## src/rtl/main_module.sv

```systemverilog
// VGA card-table renderer: 640x480@60 timing from a 100 MHz clock, with a
// bordered card whose interior colour comes from a per-frame LFSR.
module main_module #(
  parameter int unsigned H_VISIBLE   = 640,
  parameter int unsigned H_FRONT     = 16,
  parameter int unsigned H_SYNC      = 96,
  parameter int unsigned H_BACK      = 48,
  parameter int unsigned V_VISIBLE   = 480,
  parameter int unsigned V_FRONT     = 10,
  parameter int unsigned V_SYNC      = 2,
  parameter int unsigned V_BACK      = 33,
  parameter int unsigned CARD_X0     = 240,
  parameter int unsigned CARD_X1     = 399,
  parameter int unsigned CARD_Y0     = 160,
  parameter int unsigned CARD_Y1     = 319,
  parameter int unsigned CARD_BORDER = 4
) (
  input  logic        clk,
  input  logic        rst,
  output logic        HSync,
  output logic        VSync,
  output logic [15:0] regCard,
  output logic [2:0]  rgb
);

  localparam logic [9:0] H_LAST       = 10'(H_VISIBLE + H_FRONT + H_SYNC + H_BACK - 1);
  localparam logic [9:0] H_SYNC_FIRST = 10'(H_VISIBLE + H_FRONT);
  localparam logic [9:0] H_SYNC_LAST  = 10'(H_VISIBLE + H_FRONT + H_SYNC - 1);
  localparam logic [9:0] H_VIS        = 10'(H_VISIBLE);
  localparam logic [9:0] V_LAST       = 10'(V_VISIBLE + V_FRONT + V_SYNC + V_BACK - 1);
  localparam logic [9:0] V_SYNC_FIRST = 10'(V_VISIBLE + V_FRONT);
  localparam logic [9:0] V_SYNC_LAST  = 10'(V_VISIBLE + V_FRONT + V_SYNC - 1);
  localparam logic [9:0] V_VIS        = 10'(V_VISIBLE);
  localparam logic [9:0] X_OUT0       = 10'(CARD_X0);
  localparam logic [9:0] X_OUT1       = 10'(CARD_X1);
  localparam logic [9:0] Y_OUT0       = 10'(CARD_Y0);
  localparam logic [9:0] Y_OUT1       = 10'(CARD_Y1);
  localparam logic [9:0] X_IN0        = 10'(CARD_X0 + CARD_BORDER);
  localparam logic [9:0] X_IN1        = 10'(CARD_X1 - CARD_BORDER);
  localparam logic [9:0] Y_IN0        = 10'(CARD_Y0 + CARD_BORDER);
  localparam logic [9:0] Y_IN1        = 10'(CARD_Y1 - CARD_BORDER);

  logic [1:0] prescale;
  logic [9:0] h;
  logic [9:0] v;
  logic       tick;
  logic       h_wrap;
  logic       v_wrap;
  logic       lfsr_fb;
  logic       visible;
  logic       in_card;
  logic       in_interior;
  logic       hsync_next;
  logic       vsync_next;
  logic [2:0] rgb_next;

  always_comb begin
    tick        = (prescale == 2'd3);
    h_wrap      = (h == H_LAST);
    v_wrap      = (v == V_LAST);
    lfsr_fb     = regCard[15] ^ regCard[13] ^ regCard[12] ^ regCard[10];
    visible     = (h < H_VIS) && (v < V_VIS);
    in_card     = (h >= X_OUT0) && (h <= X_OUT1) && (v >= Y_OUT0) && (v <= Y_OUT1);
    in_interior = (h >= X_IN0) && (h <= X_IN1) && (v >= Y_IN0) && (v <= Y_IN1);
    hsync_next  = !((h >= H_SYNC_FIRST) && (h <= H_SYNC_LAST));
    vsync_next  = !((v >= V_SYNC_FIRST) && (v <= V_SYNC_LAST));
    rgb_next    = 3'b000;
    if (visible) begin
      if (in_interior)  rgb_next = regCard[2:0];
      else if (in_card) rgb_next = 3'b111;
      else              rgb_next = 3'b010;
    end
  end

  // Outputs are registered from the pre-edge counters, so they trail h/v by one clk.
  always_ff @(posedge clk) begin
    if (rst) begin
      prescale <= '0;
      h        <= '0;
      v        <= '0;
      regCard  <= 16'h0001;
      HSync    <= 1'b1;
      VSync    <= 1'b1;
      rgb      <= '0;
    end else begin
      prescale <= prescale + 2'd1;
      if (tick) begin
        h <= h_wrap ? '0 : h + 10'd1;
        if (h_wrap) begin
          v <= v_wrap ? '0 : v + 10'd1;
          if (v_wrap) regCard <= {regCard[14:0], lfsr_fb};
        end
      end
      HSync <= hsync_next;
      VSync <= vsync_next;
      rgb   <= rgb_next;
    end
  end

endmodule

```

## config.mk

```make
export PLATFORM = sky130hd
export DESIGN_NAME = main_module
export DESIGN_NICKNAME = d
export VERILOG_FILES = /design/src/rtl/main_module.sv
export SDC_FILE = /design/constraint.sdc
export NUM_CORES = 1
export LEC_CHECK = 0
export BUFFER_PORTS_ARGS = -buffer_cell sky130_fd_sc_hd__buf_4
export CAP_MARGIN = 10
export CORE_MARGIN = 2
export CORE_UTILIZATION = 57
export DETAILED_ROUTE_END_ITERATION = 16
export PLACE_DENSITY = 0.89
export RECOVER_POWER = 50
export SYNTH_ARGS = -nofsm -noshare
export SYNTH_HDL_FRONTEND = slang
export SYNTH_SLANG_ARGS = --single-unit
```

## constraint.sdc

```tcl
create_clock -name clk -period 1.92 [get_ports clk]
set_input_delay 0.096 -clock clk [delete_from_list [all_inputs] [get_ports clk]]
set_output_delay 0.096 -clock clk [all_outputs]
set_load 0.05 [all_outputs]
```

=== Word-level counts from Yosys, hierarchy flattened ===
Cells that the tools add are included.

* Word-level logic and storage cells: 49
* Output and inout port bits: 21
* Register bits after elaboration: 43
* Input port bits: 2

* Bitwise operators: 4
* Muxes and demuxes: 4
* Reduce and logical (&&, ||, !) cells: 14
* Add/subtract/negate cells: 3
* Equality and inequality tests: 3
* Order comparisons: 14

{| class="wikitable"
|+ Operator list
! cell !! number
|-
| <= comparator 10 x 9 -> 1 bit (second input constant) || 5
|-
| >= comparator 10 x 8 -> 1 bit (second input constant) || 4
|-
| adder 10 x 1 -> 10 bit (second input constant) || 2
|-
| equality test 10 bit (second input constant) || 2
|-
| 2-to-1 mux 10 bit || 2
|-
| >= comparator 10 bit (second input constant) || 1
|-
| >= comparator 10 x 9 -> 1 bit (second input constant) || 1
|-
| <= comparator 10 bit (second input constant) || 1
|-
| < comparator 10 bit (second input constant) || 1
|-
| < comparator 10 x 9 -> 1 bit (second input constant) || 1
|-
| logical AND 1 bit || 9
|-
| 2-to-1 mux 3 bit || 2
|-
| AND reduction 3 bit || 1
|-
| bitwise XOR 1 bit || 3
|-
| adder 2 x 1 -> 2 bit (second input constant) || 1
|-
| equality test 2 bit (second input constant) || 1
|-
| zero test 1 bit || 2
|-
| AND reduction 2 bit || 1
|-
| OR reduction 2 bit || 1
|-
| inverter 1 bit || 1
|}

=== Depth between registers and ports, before layout ===
Gate-level depths: netlist of run 1.

* Depth in word-level cells: 6
* Mapped depth: 8
* Depth with buffers taken out: 6

=== Least setup slack after synthesis of run 1 ===
No wires, ideal clock.

* Kind: reg2reg
* Start point: register prescale[0]
* End point: register regCard[14]
* Path slack: 361 ps
* Required time: 1849 ps
* Library setup time: 71 ps
* Cell stages (with the launch flop): 9
* Arrival time: 1488 ps
* Path through: dfxtp_1 > ha_1 > and4_1 > buf_4 > and3_4 > buf_8 > buf_12 > nand3_1 > a21oi_1

* Cells in the longest elaborated chain, start to end: 2

{| class="wikitable"
|+ RTL lines
! element !! line !! RTL
|-
| start: declaration || 43 || <nowiki>logic [1:0] prescale;</nowiki>
|-
| start signal: assignment || 86 || <nowiki>prescale <= prescale + 2'd1;</nowiki>
|-
| equality test 2 bit || 58 || <nowiki>tick = (prescale == 2'd3);</nowiki>
|-
| AND reduction 3 bit (no source line) || -- ||
|-
| end signal: assignment || 91 || <nowiki>if (v_wrap) regCard <= {regCard[14:0], lfsr_fb};</nowiki>
|-
| end: declaration || 22 || <nowiki>output logic [15:0] regCard,</nowiki>
|}

Every way passes these cells.
A chain may end at the register's enable or synchronous reset.

=== Worst setup path after layout of run 1 ===
* Start point: register h[5]
* End point: register rgb[0]

* Cells in the longest elaborated chain, start to end: 6
* Elaborated cells on any way between the ends: 16

{| class="wikitable"
|+ RTL lines
! element !! line !! RTL
|-
| start: declaration || 44 || <nowiki>logic [9:0] h;</nowiki>
|-
| start signal: assignment || 88 || <nowiki>h <= h_wrap ? '0 : h + 10'd1;</nowiki>
|-
| >= comparator 10 x 8 -> 1 bit or <= comparator 10 x 9 -> 1 bit (tied branches) || 63 || <nowiki>in_card = (h >= X_OUT0) && (h <= X_OUT1) && (v >= Y_OUT0) && (v <= Y_OUT1);</nowiki>
|-
| logical AND 1 bit (3 in series) || 63 ||
|-
| 2-to-1 mux 3 bit || 70 || <nowiki>else if (in_card) rgb_next = 3'b111;</nowiki>
|-
| 2-to-1 mux 3 bit || 69 || <nowiki>if (in_interior) rgb_next = regCard[2:0];</nowiki>
|-
| end signal: assignment || 96 || <nowiki>rgb <= rgb_next;</nowiki>
|-
| end: declaration || 23 || <nowiki>output logic [2:0] rgb</nowiki>
|}

Several ways; a longest one is shown, not always the timed one.

==> metrics.md, run 1 <==
| Metric | Value |
|---|---|
| Status | completed |
| Leak | 0.726 nW |
| Post-Synth Simple-Gate Area | 0.253 |
| Die height | 64.5 um |
| Area of the multi-input gates | 1080 um^2 |
| Clk_lat worst skew | 0.36 ns |
| RR Endpoint | rgb[0]$_SDFF_PP0_ |
| Power Density | 625 nW/um^2 |
| Critical Path RT | 2.18 ns |
| Seq. cell area | 861 um^2 |
| Initial core utilization | 0.612 |
| Layout net count | 259 |
| #FFs+latches synth | 43 |
| Top-area cell type share of the netlist area | 0.412 |
| Number of global-route vias before repair | 1696 |
| Post-route ant nets | 0 |
| DRC errors left | 0 |
| Clock Pin Slew Worst Setup and Hold Paths | 0.12 ns |
| Final worst path period need | 1.74 ns |
| Hold WC Path Type | in2reg |
| Vias per inst | 5.95 |
| Initial antenna violation count | 0 |
| Synth area leader | dfxtp_1 |
| Worst Tran Pin Value | 0.641 ns |
| Yosys warning count | 0 |
| Post-Syn Nets | 243 |
| Layout cell share with drive strength beyond 1 | 0.0988 |
| Final setup viols | 0 |
| Startpoint types | flop |
| Hpwl dp | 3090 um |
| Post-Syn Area per Cell | 8.85 um^2 |
| Non-Filler Instances | 299 |
| Detailed Route WL | 4440 um |
| Crit Path Max Fanout | 8 |
| Largest family of logic cells by synthesized area | simple AND/OR/NAND/NOR gates |
| Gate Count Post-Synth | 236 |
| CP Capture Type | flop |
| CTS tree | done |
| FILL cells | 311 |
| Routed vias | 1780 |
| Compound-gate portion of the synthesized area | 0.157 |
| Flop-to-flop setup slack | 0.18 ns |
| Fmax | 575 MHz |
| First-pass DRT Iterations | 4 |
| Area grow syn2layout | 4.97% |
| Multiplexer share of the synthesized area | 0.0192 |
| Tcrit/Tclk final | 0.905 |
| Total GRT Usage | 0.235 |
| Placed cell count | 291 |
| # resized after CTS | 0 |
| Final Wtd Congestion | 0.869 |
| First-pass GRT wire length | 7620 um |
| Clk sink count | 43 |
| Adder-cell share of the synthesized area | 0.0299 |
| WL/cell | 14.8 um |
| Placed inst area | 2220 um^2 |
| Synth area leaders | dfxtp_1 (41%), a21oi_1 (6.0%), o21ai_0 (5.7%) |
| Starting DRT DRC Count | 129 |
| Critical path type | reg2reg |
| Diodes inserted | 0 |
| Seq/Total Area, Yosys | 0.412 |
| Clock Tree Buf Depth | 2 |
| Boundary pin count | 23 |
| XOR/XNOR Fraction of Synth Area | 0.0587 |
| Die Area | 4170 um^2 |
| Slew headroom | 0.575 |
| Max-slew violation count | 0 |
| # H-tree levels | 2 |
| Peak VDD IR | 521 uV |
| Setup_tns | 0 ns |
| Clock root cell | clkbuf_4 |
| Die X | 64.5 um |
| Setup Skew | 0.0128 ns |
| Design area | 2190 um^2 |
| Row count | 21 |
| Hold_buf cts | 0 |
| Synthesized area | 2090 um^2 |
| Worst R2R Path Depth | 4 |
| Hold Crit Endpoint | prescale[0]$_SDFF_PP0_ |
| Max-Cap Viols | 0 |
| Worst min-delay path startpoint | rst |
| Core Region | 3420 um^2 |
| Post-CTS Setup Bufs | 0 |
| Largest net degree at the start of global routing | 27 |
| Final global-route overflow total | 0 |
| Port Buffers | 22 |
| CTS Buf Count | 5 |
| Crit path DAT | 2.00 ns |
| Setup repair after global routing missed its margin | false |
| FF-to-FF Start | h[5]$_SDFFE_PP0P_ |
| Hold Fails Final Rpt | 0 |
| Hold Path Depth | 2 |
| Synth cell types | 43 |
registers in the layout, summed over array words and instances (netlist names):
name      count
HSync         1
prescale      2
regCard      16
v            10
VSync         1
h            10
rgb           3
where the power goes:
| group | internal [W] | total [W] | switching, W |
|---|---|---|---|
| Clock | 0.000141 | 0.000433 | 0.000291 |
| Combinational | 0.00000980 | 0.0000354 | 0.0000256 |
| Sequential | 0.000898 | 0.000902 | 0.00000342 |
area by class of cell:
type / instances / share of cell area
Sequential cell: 43 / 0.392
Multi-Input combinational cell: 169 / 0.492
Clock buffer: 6 / 0.0188
Timing Repair Buffer: 26 / 0.0531
Tap cell: 46 / 0.0262
Clock inverter: 2 / 0.00570
Inverter: 7 / 0.0120
synth_stat cells, drive strengths merged:
master / number
o2111ai: 1
xor2: 7
nor2b: 2
o31a: 1
xnor2: 7
and4: 3
buf: 12
nor3: 5
or4: 2
ha: 5
o211ai: 1
a31oi: 1
or3: 5
a21oi: 25
or2: 1
nor4bb: 1
nor4: 1
o22ai: 1
nor4b: 1
a41oi: 1
and3: 7
dfxtp: 43
inv: 7
nand3: 23
mux2i: 4
o21ai: 25
clkbuf: 5
nor2: 17
a2111oi: 1
nand4: 6
nand2: 14
and4b: 1
kinds of logic (layout without fill, tap and decap cells):
logic type,after synthesis,after routing
simple gates,89,89
compound gates,57,57
flops,43,43
buf+inv,24,41
xor+xnor,14,14
fa+ha+maj,5,5
mux,4,4
critical path, stage by stage (launching register included):
cell	delay (ns)
dfxtp_1	0.49
a41oi_1	0.20
nor4b_2	0.44
o2111ai_1	0.25
mux2i_1	0.27
layer usage:
| layer | vias up | global-route usage | wire length (um) |
|---|---|---|---|
| met4 | 0 | 0.133 | 76 |
| met3 | 8 | 0.0451 | 243 |
| met5 | - | 0 | 0 |
| li1 | 867 | - | - |
| met2 | 57 | 0.389 | 2160 |
| met1 | 848 | 0.284 | 1960 |
worst max path at each step:
stage                           start                       end  slack [ns]
2_1_floorplan  prescale[0]$_SDFF_PP0_  regCard[14]$_SDFFE_PP0P_        0.36
3_3_place_gp        h[5]$_SDFFE_PP0P_         rgb[0]$_SDFF_PP0_        0.31
3_5_place_dp        h[5]$_SDFFE_PP0P_         rgb[0]$_SDFF_PP0_        0.23
4_1_cts             h[5]$_SDFFE_PP0P_         rgb[0]$_SDFF_PP0_        0.20
5_1_grt             v[5]$_SDFFE_PP0P_         v[0]$_SDFFE_PP0P_        0.03
6_report            h[5]$_SDFFE_PP0P_         rgb[0]$_SDFF_PP0_        0.18
layout by cell type (no fill, tap or decap), types with 2 or more instances in the layout:
cell type	netlist	layout
o21ai_0	24	24
nand2_1	14	14
nor3_1	5	5
or4_1	2	2
xor2_1	7	7
buf_4	4	5
dfxtp_1	43	43
inv_1	7	7
nand3_2	2	2
clkbuf_1	5	22
xnor2_1	7	7
and3_1	4	4
mux2i_1	4	4
nor2_1	17	17
nand3_1	21	21
clkbuf_4	0	5
nor2b_1	2	2
and4_1	2	2
nand4_1	4	4
or3_1	5	5
ha_1	5	5
a21oi_1	25	25
and3_2	2	2
stage by stage:
stage / util / setup WS (ns) / hold slack [ns] / power, W
2_1_floorplan: - / 0.361 / 0.377 / 0.000949
3_3_place_gp: 0.651 / 0.314 / 0.406 / 0.000958
3_5_place_dp: 0.651 / 0.231 / 0.416 / 0.000959
4_1_cts: 0.666 / 0.202 / 0.0647 / 0.00139
5_1_grt: 0.642 / 0.0300 / 0.0816 / 0.00142
6_report: 0.642 / 0.182 / 0.0830 / 0.00137
Note: power is estimated with default switching activity, not from simulation.
==> inputs of run 2 (changes only) <==
--- a/config.mk
+++ b/config.mk
@@ -10,6 +10,7 @@
 export CORE_MARGIN = 2
 export CORE_UTILIZATION = 57
 export DETAILED_ROUTE_END_ITERATION = 16
+export MAX_ROUTING_LAYER = met4
 export PLACE_DENSITY = 0.89
 export RECOVER_POWER = 50
 export SYNTH_ARGS = -nofsm -noshare
==> run 2 against run 1 <==
Power grew 0.28%. Hold slack lost 0.0068 ns. Critical path depth is the same. Sequential power is essentially flat. Clock power grew 0.9%. Final area is the same. Maximum frequency shrank 0.69%. Register-to-register slack is essentially flat. First-iteration DRC count grew 6.2%. Core utilization is the same. Count of clock-buffer cells in the layout is the same. Combinational power is essentially flat. Critical path type unchanged. Largest power group unchanged. Highest routed layer unchanged.
==> metrics.md, run 2 (same netlist as run 1, synthesis figures left out) <==
| Metric | Value |
|---|---|
| Status | completed (unchanged) |
| Hold WC Path Type | in2reg (unchanged) |
| Largest regs | regCard x16, h x10, v x10 (unchanged) |
| Hold_buf cts | 0 (unchanged) |
| Diodes inserted | 0 (unchanged) |
| WL met1 | 2020 um (was 1960 um) |
| Port Buffers | 22 (unchanged) |
| DRC errors left | 0 (unchanged) |
| Post-route ant nets | 0 (unchanged) |
| Routed vias | 1764 (was 1780) |
| Clock root cell | clkbuf_4 (unchanged) |
| FILL cells | 311 (unchanged) |
| # H-tree levels | 2 (unchanged) |
| Met2 Routed Length | 2170 um (was 2160 um) |
| Area grow syn2layout | 4.97% (unchanged) |
| Critical Path Max Stage Delay | 0.52 ns (was 0.49 ns) |
| Critical path type | reg2reg (unchanged) |
| Top sig layer | met4 (unchanged) |
| Clock Tree Buf Depth | 2 (unchanged) |
| Die height | 64.5 um (unchanged) |
| Final global-route overflow total | 0 (unchanged) |
| Detailed Route WL | 4440 um (about the same) |
| CTS tree | done (unchanged) |
| Commonest non-fill, non-tap cell in the layout | dfxtp_1 (unchanged) |
| Final worst path period need | 1.75 ns (was 1.74 ns) |
| CTS Buf Count | 5 (unchanged) |
| Crit path DAT | 1.99 ns (was 2.00 ns) |
| Most frequent cells in the layout | dfxtp_1 (43), a21oi_1 (25), o21ai_0 (24) (unchanged) |
| Vias per inst | 5.90 (was 5.95) |
| Peak VDD IR | 522 uV (was 521 uV) |
| Critical-path top delay cell | o21ai_1 (was dfxtp_1) |
| # resized after CTS | 0 (unchanged) |
| Max-slew violation count | 0 (unchanged) |
| Boundary pin count | 23 (unchanged) |
| Setup repair after global routing missed its margin | false (unchanged) |
| Final setup viols | 0 (unchanged) |
| Row count | 21 (unchanged) |
| Power Density | 626 nW/um^2 (was 625 nW/um^2) |
| Clk sink count | 43 (unchanged) |
| Hold Fails Final Rpt | 0 (unchanged) |
| Leak | 0.726 nW (unchanged) |
| Hpwl dp | 3090 um (unchanged) |
| Layout cell share with drive strength beyond 1 | 0.0988 (unchanged) |
| Layout net count | 259 (unchanged) |
| Design area | 2190 um^2 (unchanged) |
| Largest net degree at the start of global routing | 27 (unchanged) |
| Overall power | 0.00137 W (about the same) |
| Slew headroom | 0.582 (was 0.575) |
| Die Area | 4170 um^2 (unchanged) |
| CP Cell Sequence | nor4_4, nand3_2, o21ai_1, nor2_1 (was a41oi_1, nor4b_2, o2111ai_1, mux2i_1) |
| CP Capture Type | flop (unchanged) |
| Core Region | 3420 um^2 (unchanged) |
| Die X | 64.5 um (unchanged) |
| Tcrit/Tclk final | 0.912 (was 0.905) |
| Total GRT Usage | 0.241 (was 0.235) |
| Metal3 WL | 178 um (was 243 um) |
| Clock Pin Slew Worst Setup and Hold Paths | 0.13 ns (was 0.12 ns) |
| Number of global-route vias before repair | 1688 (was 1696) |
| Starting DRT DRC Count | 137 (was 129) |
| Fmax | 571 MHz (was 575 MHz) |
| Setup Skew | 0.0148 ns (was 0.0128 ns) |
| Post-CTS Setup Bufs | 0 (unchanged) |
| Max reg flops | 16 (unchanged) |
| Setup_tns | 0 ns (unchanged) |
| Crit Path Max Fanout | 9 (was 8) |
| First-pass GRT wire length | 7610 um (was 7620 um) |
| Clk_lat worst skew | 0.36 ns (about the same) |
| Critical Path RT | 2.16 ns (was 2.18 ns) |
| WL/cell | 14.9 um (was 14.8 um) |
| Initial core utilization | 0.612 (unchanged) |
| Max-Cap Viols | 0 (unchanged) |
| Placed inst area | 2220 um^2 (unchanged) |
| Worst Tran Pin Value | 0.629 ns (was 0.641 ns) |
| Final Wtd Congestion | 0.883 (was 0.869) |
| Reg with most FFs | regCard (unchanged) |
| Initial antenna violation count | 0 (unchanged) |
| First-pass DRT Iterations | 4 (unchanged) |
| Startpoint types | flop (unchanged) |
-- run 2: cell counts in the layout (fill, tap and decap cells not counted) --
Identical to the previous run, type by type.
-- run 2: per-stage QoR --
step	instances	util	hold slack, ns	worst slack, ns
detailed placement	291	0.651	0.416	0.231
global placement	291	0.651	0.406	0.314
floorplan	236	-	0.377	0.361
global route	299	0.642	0.0816	0.0300
CTS	299	0.666	0.0647	0.202
finish	299	0.642	0.0762	0.170
-- run 2: critical path: cells and delay by family (launching register included) --
kind / cells / cell delay, ns
compound gates: 1 / 0.52
flops: 1 / 0.43
simple gates: 3 / 0.68
-- run 2: layout make-up --
| class | instances | area, um^2 | share of cell area |
|---|---|---|---|
| clock buffers | 6 | 41.3 | 0.0188 |
| clock inverters | 2 | 12.5 | 0.00570 |
| inverters | 7 | 26.3 | 0.0120 |
| multi-input cells | 169 | 1080 | 0.492 |
| flip-flops and latches | 43 | 861 | 0.392 |
| well taps | 46 | 57.6 | 0.0262 |
| repair buffers | 26 | 116 | 0.0531 |
-- run 2: routing by layer --
layer / up-vias / track usage
li1: 869 / -
met1: 849 / 0.286
met2: 39 / 0.388
met3: 7 / 0.0451
met4: 0 / 0.133
met5: - / -
-- run 2: path summary, 6_finish.rpt --
path	start	endpoint	slack [ns]	cells past startpoint
worst min-delay path	rst	prescale[0]$_SDFF_PP0_	0.08	2
worst max-delay path	v[5]$_SDFFE_PP0P_	v[0]$_SDFFE_PP0P_	0.17	4
worst max register to register	v[5]$_SDFFE_PP0P_	v[0]$_SDFFE_PP0P_	0.17	4
worst min register to register	prescale[0]$_SDFF_PP0_	prescale[0]$_SDFF_PP0_	0.44	1
-- run 2: where the power goes --
part / internal [W] / switching (W) / leakage, nW / total (W)
logic: 0.00000981 / 0.0000256 / 0.350 / 0.0000354
registers: 0.000898 / 0.00000351 / 0.347 / 0.000902
clock network: 0.000141 / 0.000295 / 0.0282 / 0.000437
